File: config.mk
export PLATFORM = sky130hd
export DESIGN_NAME = embcpu_pio_in
export DESIGN_NICKNAME = d
export VERILOG_FILES = /design/src/rtl/embcpu_pio_in.sv
export SDC_FILE = /design/constraint.sdc
export NUM_CORES = 1
export LEC_CHECK = 0
export ABC_AREA = 1
export BUFFER_PORTS_ARGS = -buffer_cell sky130_fd_sc_hd__buf_4
export CAP_MARGIN = 20
export CORE_ASPECT_RATIO = 1.2
export CORE_MARGIN = 5
export CORE_UTILIZATION = 38
export DETAILED_ROUTE_END_ITERATION = 6
export PLACE_DENSITY = 0.66
export SLEW_MARGIN = 20
export SYNTH_ARGS = -nofsm -noshare
export SYNTH_HDL_FRONTEND = slang
export SYNTH_SLANG_ARGS = --single-unit
File: constraint.sdc
create_clock -name clk -period 1.6 [get_ports clk]
set_input_delay 0.08 -clock clk [delete_from_list [all_inputs] [get_ports clk]]
set_output_delay 0.08 -clock clk [all_outputs]
set_load 0.05 [all_outputs]
File: src/rtl/embcpu_pio_in.sv
// Input PIO slave: synchronizes in_port, latches per-bit edges into a
// write-1-to-clear capture register and raises a maskable level irq.
module embcpu_pio_in #(
   parameter int WIDTH       = 8,
   parameter int EDGE_TYPE   = 0,
   parameter int SYNC_STAGES = 2
) (
   input  logic             clk,
   input  logic             reset_n,
   input  logic [2:0]       address,
   input  logic             chipselect,
   input  logic             write_n,
   input  logic [31:0]      writedata,
   input  logic [WIDTH-1:0] in_port,
   output logic [31:0]      readdata,
   output logic             irq
);

   localparam int PRIME_MAX = SYNC_STAGES + 1;
   localparam int PW        = $clog2(PRIME_MAX + 1);
   localparam logic [PW-1:0] PRIME_DONE = PW'(PRIME_MAX);

   logic [WIDTH-1:0] sync_r [SYNC_STAGES];
   logic [WIDTH-1:0] sync_q;
   logic [WIDTH-1:0] prev_q;
   logic [WIDTH-1:0] irq_mask;
   logic [WIDTH-1:0] edge_cap;
   logic [WIDTH-1:0] edge_det;
   logic [WIDTH-1:0] rise;
   logic [WIDTH-1:0] fall;
   logic [WIDTH-1:0] clr;
   logic [PW-1:0]    prime_cnt;
   logic             primed;
   logic             wr;
   logic             wr_mask;
   logic             wr_cap;

   assign sync_q = sync_r[SYNC_STAGES-1];

   always_ff @(posedge clk or negedge reset_n) begin
      if (!reset_n) begin
         for (int i = 0; i < SYNC_STAGES; i++)
            sync_r[i] <= '0;
         prev_q <= '0;
      end else begin
         sync_r[0] <= in_port;
         for (int i = 1; i < SYNC_STAGES; i++)
            sync_r[i] <= sync_r[i-1];
         prev_q <= sync_q;
      end
   end

   // Levels present at reset release must never look like edges, so
   // detection stays off until the whole chain and prev_q hold real data.
   always_ff @(posedge clk or negedge reset_n) begin
      if (!reset_n)
         prime_cnt <= '0;
      else if (prime_cnt != PRIME_DONE)
         prime_cnt <= prime_cnt + 1'b1;
   end

   assign primed = (prime_cnt == PRIME_DONE);
   assign rise   = sync_q & ~prev_q;
   assign fall   = ~sync_q & prev_q;

   generate
      if (EDGE_TYPE == 0) begin : g_rise
         assign edge_det = primed ? rise : '0;
      end else if (EDGE_TYPE == 1) begin : g_fall
         assign edge_det = primed ? fall : '0;
      end else begin : g_any
         assign edge_det = primed ? (rise | fall) : '0;
      end
   endgenerate

   assign wr      = chipselect & ~write_n;
   assign wr_mask = wr & (address == 3'd2);
   assign wr_cap  = wr & (address == 3'd3);
   assign clr     = wr_cap ? writedata[WIDTH-1:0] : '0;

   always_ff @(posedge clk or negedge reset_n) begin
      if (!reset_n) begin
         irq_mask <= '0;
         edge_cap <= '0;
      end else begin
         if (wr_mask)
            irq_mask <= writedata[WIDTH-1:0];
         edge_cap <= (edge_cap & ~clr) | edge_det;
      end
   end

   assign irq = |(edge_cap & irq_mask);

   always_comb begin
      readdata = '0;
      case (address)
         3'd0: readdata[WIDTH-1:0] = sync_q;
         3'd2: readdata[WIDTH-1:0] = irq_mask;
         3'd3: readdata[WIDTH-1:0] = edge_cap;
         default: ;
      endcase
   end

   generate
      if (WIDTH < 32) begin : g_unused
         logic unused_wd;
         assign unused_wd = ^writedata[31:WIDTH];
      end
   endgenerate

endmodule

# After elaboration in Yosys (flattened, before gate mapping)
# Cells that the tools add are included.
# word_totals
in_bits	47
register_bits	42
elab_cells	26
# op_classes
bitwise_logic	10
n_eq_ne	4
n_mux	3
n_addsub	1
reduce_logical	2
# ops
operator	n
$and 8x8->8	3
$pmux 8 s3	1
$mux 8	2
$not 8->8	2
$or 8x8->8	1
$reduce_or 8->1	1
$eq 3x2->1 const B	2
$and 1x1->1	3
$logic_not 3->1	1
$add 2x1->2 const B	1
$eq 2x2->1 const B	1
$ne 2x2->1 const B	1
$not 1->1	1

# Logic depth before layout (Yosys ltp)
# Gate-level depths: netlist (run 1).
# logic_depth
depth_word	7
ltp_mapped	7
ltp_nobuf	5

# Least setup slack after synthesis (run 1)
# OpenSTA, ideal clock, no wires.
# synth_path
path_type	flip-flop to flip-flop
start	register prime_cnt[0]
end	register prime_cnt[1]
t_arrival_ns	0.983
t_required_ns	1.475
setup_ns	0.125
path_slack_ns	0.492
path_stages_with_launch	4
path_cell_list	dfrtp_1 ha_1 buf_2 mux2_2
# synth_via
elab_chain_cells	1
word_cells_on_any_way	2
cone_classes	add/sub: 1; eq/ne: 1
# synth_lines
item	line	source
start: declaration	32	logic [PW-1:0] prime_cnt;
start signal: assignment	59	prime_cnt <= prime_cnt + 1'b1;
$add 2x1->2 / $ne 2x2->1 (equally long branches)	59, 58	
# Parallel ways exist; a longest one is shown, timed or not.
# A chain may end at the register's enable or synchronous reset.

# Worst setup path in the final report (run 1)
# layout_path
start	register irq_mask[6]
end	output port irq
# layout_via
elab_chain_cells	2
# layout_lines
item	line	source
start: declaration	26	logic [WIDTH-1:0] irq_mask;
start signal: assignment	87	irq_mask <= writedata[WIDTH-1:0];
$and 8x8->8	92	assign irq = |(edge_cap & irq_mask);
$reduce_or 8->1	92	
end: declaration	16	output logic irq
# No other way between the ends.

==> PnR_summary.wiki, run 1 <==
{| class="wikitable"
! Metric !! Value
|-
| Status || complete, no violations
|-
| Clock root buffer master || clkbuf_8
|-
| Final Slew Violations || 0
|-
| Starting density of the core || 39.8%
|-
| F_max || 740 MHz
|-
| Post-place instance area || a little over 2000 sq um
|-
| H-tree depth reported by CTS || 2
|-
| Worst setup slack before clock tree synthesis || between 0.4 and 0.5 ns
|-
| Clock tree from TritonCTS || yes
|-
| CTS resizes || 0
|-
| Required arrival time at the worst endpoint || 1.52 ns
|-
| Die Outline Area || 6340 sq um
|-
| Portion of the clock cycle consumed by the worst path in the final layout || between 80 and 90%
|-
| Number of top-level design ports || 80
|-
| Warnings, synthesis || 0
|-
| Sequential share of the synthesized area || 57.1%
|-
| Setup repair after global routing missed its margin || false
|-
| Y dimension of the die || 86.2 um
|-
| Global-route total usage across every layer || 12.0%
|-
| Per-instance average area after synthesis || about 10 sq um
|-
| Post-synthesis cell area || 1840 sq um
|-
| Number of rows in the core area || 27
|-
| Met1 global-route usage || 15.0%
|-
| Final weighted congestion of routability-driven global placement || 0.792
|-
| Met3 demand-to-capacity share in global routing || 2.67%
|-
| Initial drt markers || 56
|-
| Number of fill cells || about 460
|-
| Setup total negative slack || 0 ns
|-
| Hold Crit Class || input pin to register
|-
| Router iterations before antenna repair || 4
|-
| CP max FO || 3
|-
| DRT antenna net count || 0
|-
| Layer with the highest usage || met2
|-
| Initial antenna violation count || 0
|-
| Power density relative to cell area || 1100 nW/um^2
|-
| Post-detailed-route wirelength per cell || 12.5 um
|-
| Buffer depth of the longest clock path || 2
|-
| Post-synthesis register bit count || 42
|-
| Layout overhead on the synthesized area || 21.5%
|-
| Data arrival at the endpoint of the critical path || roughly 1.3 ns
|-
| Cells along the critical path || nand2_1 -> nand2_1 -> a21oi_1 -> nand3_1 -> buf_4
|-
| ANT cells || 0
|-
| Met2 usage || 20.4%
|-
| Wire length of the first global-routing pass || around 5.9 mm
|-
| Number of global-route vias before repair || 1297
|-
| Nets || around 280
|-
| Worst path most repeated cell || nand2_1
|-
| Overall overflow remaining after global route || 0
|-
| Worst hold slack across all endpoints || between 0.02 and 0.03 ns
|-
| Gate count of the mapped netlist || 184
|-
| Post-CTS setup buffer count || 0
|-
| Final setup violation count || 0
|-
| Min setup slack post-route || 0.248 ns
|-
| Clock-pin slew on the worst setup and hold paths || 0.08 ns
|-
| Path type of the worst setup path || register to output port
|-
| Vias per cell || 4.54
|-
| DP HPWL || 2.60 mm
|-
| Worst slew margin relative to its limit || between 60 and 70%
|-
| IR Drop Worst-Case VDD || 0.665 mV
|-
| Minimum clock period || 1.35 ns
|-
| Crit end category || output port
|-
| Maximum number of pins on one net before global-route repair || 43
|-
| Clock buffer count from CTS || 5
|-
| Launching element type of the critical path || register
|-
| Number of remaining DRC errors || 0
|-
| Worst slew pin tran || 0.512 ns
|-
| Number of sinks handled by clock tree synthesis || 42
|-
| Final setup skew || 0.00362 ns
|-
| Number of library cell types mapped by synthesis || 22
|-
| Vias || 1308
|-
| Die span in x || approximately 74 um
|-
| Static Leakage || about 1.1 nW
|-
| Hold Fails Final Rpt || 0
|-
| Cell at the slowest stage of the critical path || dfrtp_1
|-
| Core Region || 4630 sq um
|-
| Share of post-route cells with drive strength above 1 || 22.6%
|-
| Total power draw || 2.46 mW
|-
| Max-cap viol count || 0
|-
| Worst-Skew Late Latency || roughly 0.29 ns
|-
| Buffers added on ports || 31
|-
| Cell area after layout || 2240 sq um
|-
| Aggregate routed wire length || 3.61 mm
|-
| Delay contributed by the slowest stage of the critical path || 0.41 ns
|}
[layout make-up]
class,count,area [sq um],share of cell area [%]
inverter,2,7.51,0.336
multi-input combinational,135,651,29.1
tap,58,72.6,3.25
sequential,42,1050,47.0
clock buffer,5,68.8,3.08
timing repair buffer,43,345,15.4
clock inverter,3,40.0,1.79
[report_power, final]
group,switching (mW),internal (mW)
clock,0.342,0.459
sequential,0.0513,1.14
combinational,0.335,0.137
[timing repair]
| action | in CTS | in global routing |
|---|---|---|
| endpoints found under the setup margin | 0 | 0 |
| hold buffers | 9 | 0 |
| hold endpoints to repair | 50 | 0 |
[flip-flops by register name (all words and copies together) (netlist names)]
name	cells
irq_mask	8
sync_q	8
prime_cnt	2
sync_r	8
edge_cap	8
prev_q	8
[final timing paths]
kind | startpoint | endpoint | slack [ns] | cells after the start
setup / recovery | irq_mask[6] | irq | 0.25 | 5
max in group asynchronous | reset_n | irq_mask[1] | 0.94 | 2
hold reg to reg | sync_r[10] | sync_q[2] | 0.35 | 0
hold / removal | writedata[7] | irq_mask[7] | 0.03 | 3
min in group asynchronous | reset_n | sync_r[14] | 0.30 | 2
setup reg to reg | prime_cnt[0] | edge_cap[1] | 0.55 | 4
[through the flow]
stage,utilization [%],std cells
2_1_floorplan,-,207
3_3_place_gp,44.0,271
3_5_place_dp,44.0,271
4_1_cts,48.3,288
5_1_grt,48.3,288
6_report,48.3,288
[worst max-delay path: cells and delay by family (launching register included)]
family / cells / cell delay, ns
AO/OA/AOI/OAI: 1 / 0.13
buffers and inverters: 1 / 0.20
flip-flops: 1 / 0.41
AND/OR/NAND/NOR: 3 / 0.25
[kinds of logic (layout without fill, tap and decap cells)]
kind of cell               after synthesis  after routing  share of synthesized area (%)
AOI/OAI and AO/OA                        1              1                          0.272
other                                    1             24                          0.204
buffers and inverters                   30             53                           12.2
muxes                                    1              1                          0.612
adders and majority gates                1              1                          0.680
xor gates and xnor gates                 1              1                          0.476
DFF                                     42             42                           57.1
and+or+nand+nor                        107            107                           28.4
[per-layer routing]
| metal | wire length, um | vias up |
|---|---|---|
| met5 | 0 | - |
| met4 | 41 | 0 |
| met3 | 309 | 4 |
| met2 | 1780 | 51 |
| met1 | 1480 | 617 |
| li1 | - | 636 |
[layout by cell type, fill, tap and decap left out, types with 2 or more instances in the layout]
| master | instances |
|---|---|
| nor2_2 | 2 |
| nand3_2 | 3 |
| nand2_1 | 58 |
| clkinv_2 | 2 |
| conb_1 | 24 |
| nand3b_1 | 8 |
| buf_4 | 34 |
| nand3_1 | 31 |
| inv_1 | 2 |
| dfrtp_1 | 42 |
| clkbuf_8 | 5 |
| dlygate4sd3_1 | 9 |
[synthesized netlist by cell type]
master    number  area, sq um
conb_1         1         3.75
a21oi_1        1         5.00
inv_1          2         7.51
clkbuf_4       1         7.51
nand3_1       31          155
buf_2          1         5.00
ha_1           1         12.5
buf_6          1         11.3
nor2_1         1         3.75
nand2_1       58          218
nor3_4         1         16.3
nand3_2        3         30.0
dfrtp_1       42         1050
nor2_2         2         12.5
nand3b_1       8         60.1
xnor2_1        1         8.76
buf_4         24          180
nor3_2         1         10.0
clkbuf_8       1         13.8
mux2_2         1         11.3
nor2_4         1         11.3
nand2_2        1         6.26
Note: power is estimated with default switching activity, not from simulation.
==> run 2: changes to the inputs <==
==> constraint.sdc (replaced) <==
create_clock -name clk -period 1.35 [get_ports clk]
set_input_delay 0.0675 -clock clk [delete_from_list [all_inputs] [get_ports clk]]
set_output_delay 0.0675 -clock clk [all_outputs]
set_load 0.05 [all_outputs]
==> PnR_summary.wiki, run 2 (synthesis results as in run 1) <==
{| class="wikitable"
! Metric !! Value
|-
| Status || complete, no violations
|-
| Post-Place Cells || 274
|-
| Wire length of the first global-routing pass || 6.09 mm
|-
| Delay contributed by the slowest stage of the critical path || roughly 0.40 ns
|-
| Hold Fails Final Rpt || 0
|-
| CP max FO || 3
|-
| Number of top-level design ports || 80
|-
| Y dimension of the die || 86.2 um
|-
| Min setup slack post-route || 0.0823 ns
|-
| Number of remaining DRC errors || 0
|-
| F_max || 789 MHz
|-
| Layout overhead on the synthesized area || 22.6%
|-
| Vias || about 1300
|-
| Buffers added on ports || 31
|-
| Cells along the critical path || nand2_1 -> nand2_1 -> a21oi_2 -> nand3_2 -> buf_6
|-
| Clock tree from TritonCTS || yes
|-
| ANT cells || 0
|-
| Initial drt markers || 72
|-
| Number of sinks handled by clock tree synthesis || 42
|-
| Overall overflow remaining after global route || 0
|-
| DP HPWL || around 2.6 mm
|-
| Nets || 280
|-
| Post-CTS setup buffer count || 0
|-
| Portion of the clock cycle consumed by the worst path in the final layout || 93.9%
|-
| Die span in x || 73.5 um
|-
| Most used cells in the layout excluding fill and tap cells || 58 x nand2_1, 42 x dfrtp_1, 36 x buf_4
|-
| Starting density of the core || 39.8%
|-
| Crit end category || output port
|-
| Minimum clock period || 1.27 ns
|-
| Number of global-route vias before repair || around 1300
|-
| Final weighted congestion of routability-driven global placement || about 0.8
|-
| Worst slew pin tran || 0.507 ns
|-
| Worst-Skew Late Latency || 0.29 ns
|-
| Data arrival at the endpoint of the critical path || ~1.2 ns
|-
| Number of rows in the core area || 27
|-
| Worst hold slack across all endpoints || 0.0103 ns
|-
| Launching element type of the critical path || register
|-
| Aggregate routed wire length || approximately 3.5 mm
|-
| Hold Crit Class || input pin to register
|-
| Setup repair after global routing missed its margin || false
|-
| Final Slew Violations || 0
|-
| Cell at the slowest stage of the critical path || dfrtp_1
|-
| Path type of the worst setup path || register to output port
|-
| Vias per cell || 4.52
|-
| Final setup violation count || 0
|-
| Die Outline Area || between 6000 and 7000 sq um
|-
| Worst path most repeated cell || nand2_1
|-
| Final setup skew || 0.00636 ns
|-
| DRT antenna net count || 0
|-
| Share of post-route cells with drive strength above 1 || 24.5%
|-
| Final instance count without filler cells || 291
|-
| Clock root buffer master || clkbuf_8
|-
| Core Region || 4630 sq um
|-
| Global-route total usage across every layer || 12.5%
|-
| Number of fill cells || about 440
|-
| Power density relative to cell area || 1250 nW/um^2
|-
| Initial antenna violation count || 0
|-
| Max-cap viol count || 0
|-
| Post-detailed-route wirelength per cell || roughly 12 um
|-
| Clock-pin slew on the worst setup and hold paths || 0.08 ns
|-
| H-tree depth reported by CTS || 2
|-
| Worst slew margin relative to its limit || 66.2%
|-
| Static Leakage || 1.10 nW
|-
| Worst setup slack before clock tree synthesis || 0.224 ns
|-
| Required arrival time at the worst endpoint || 1.28 ns
|-
| Maximum number of pins on one net before global-route repair || 43
|-
| Setup slack on the worst flop-to-flop path || 0.31 ns
|-
| Setup total negative slack || 0 ns
|-
| IR Drop Worst-Case VDD || about 0.87 mV
|-
| Clock buffer count from CTS || 5
|-
| Router iterations before antenna repair || 4
|-
| Most common cell after layout, fill and taps aside || nand2_1
|-
| Buffer depth of the longest clock path || 2
|}
run 2: timing repair:
| action | in CTS | in global routing |
|---|---|---|
| hold endpoints to repair | 50 | 0 |
| setup endpoints to repair | 0 | 1 |
| resized for setup | 0 | 4 |
| hold buffers | 9 | 0 |
run 2: per-layer routing:
metal | GRT usage (%) | wire length (um)
met3 | 4.52 | 307
met5 | 0 | 0
met2 | 19.3 | 1670
met1 | 16.0 | 1500
met4 | 4.61 | 55
run 2: per-stage QoR:
stage	power (mW)	cell area, sq um	util, %
2_1_floorplan	1.87	1930	-
3_3_place_gp	1.97	2060	44.5
3_5_place_dp	1.98	2060	44.5
4_1_cts	2.83	2240	48.4
5_1_grt	2.96	2260	48.7
6_report	2.81	2260	48.7
run 2: cell type report:
type | instances | area (sq um) | area share, %
clock buffer | 7 | 86.3 | 3.83
timing repair buffer | 46 | 372 | 16.5
inverter | 2 | 7.51 | 0.333
tap | 58 | 72.6 | 3.22
clock inverter | 1 | 5.00 | 0.222
sequential | 42 | 1050 | 46.6
multi-input combinational | 135 | 662 | 29.3
run 2: critical path: cells and delay by family (launching register included):
family                 cells  cell delay [ns]
AOI/OAI and AO/OA          1             0.12
DFF                        1             0.40
and+or+nand+nor            3             0.23
buffers and inverters      1             0.16
run 2: worst paths after layout:
path	start	to	depth (start not counted)
setup / recovery	irq_mask[6]	irq	5
hold / removal	writedata[6]	irq_mask[6]	3
setup reg to reg	prime_cnt[0]	prime_cnt[0]	3
hold reg to reg	sync_r[10]	sync_q[2]	0
max in group asynchronous	reset_n	sync_r[11]	2
min in group asynchronous	reset_n	sync_r[14]	2
run 2: power breakdown:
group	internal (mW)	switching, mW
combinational	0.177	0.405
sequential	1.35	0.0618
clock	0.412	0.403
total	1.94	0.870
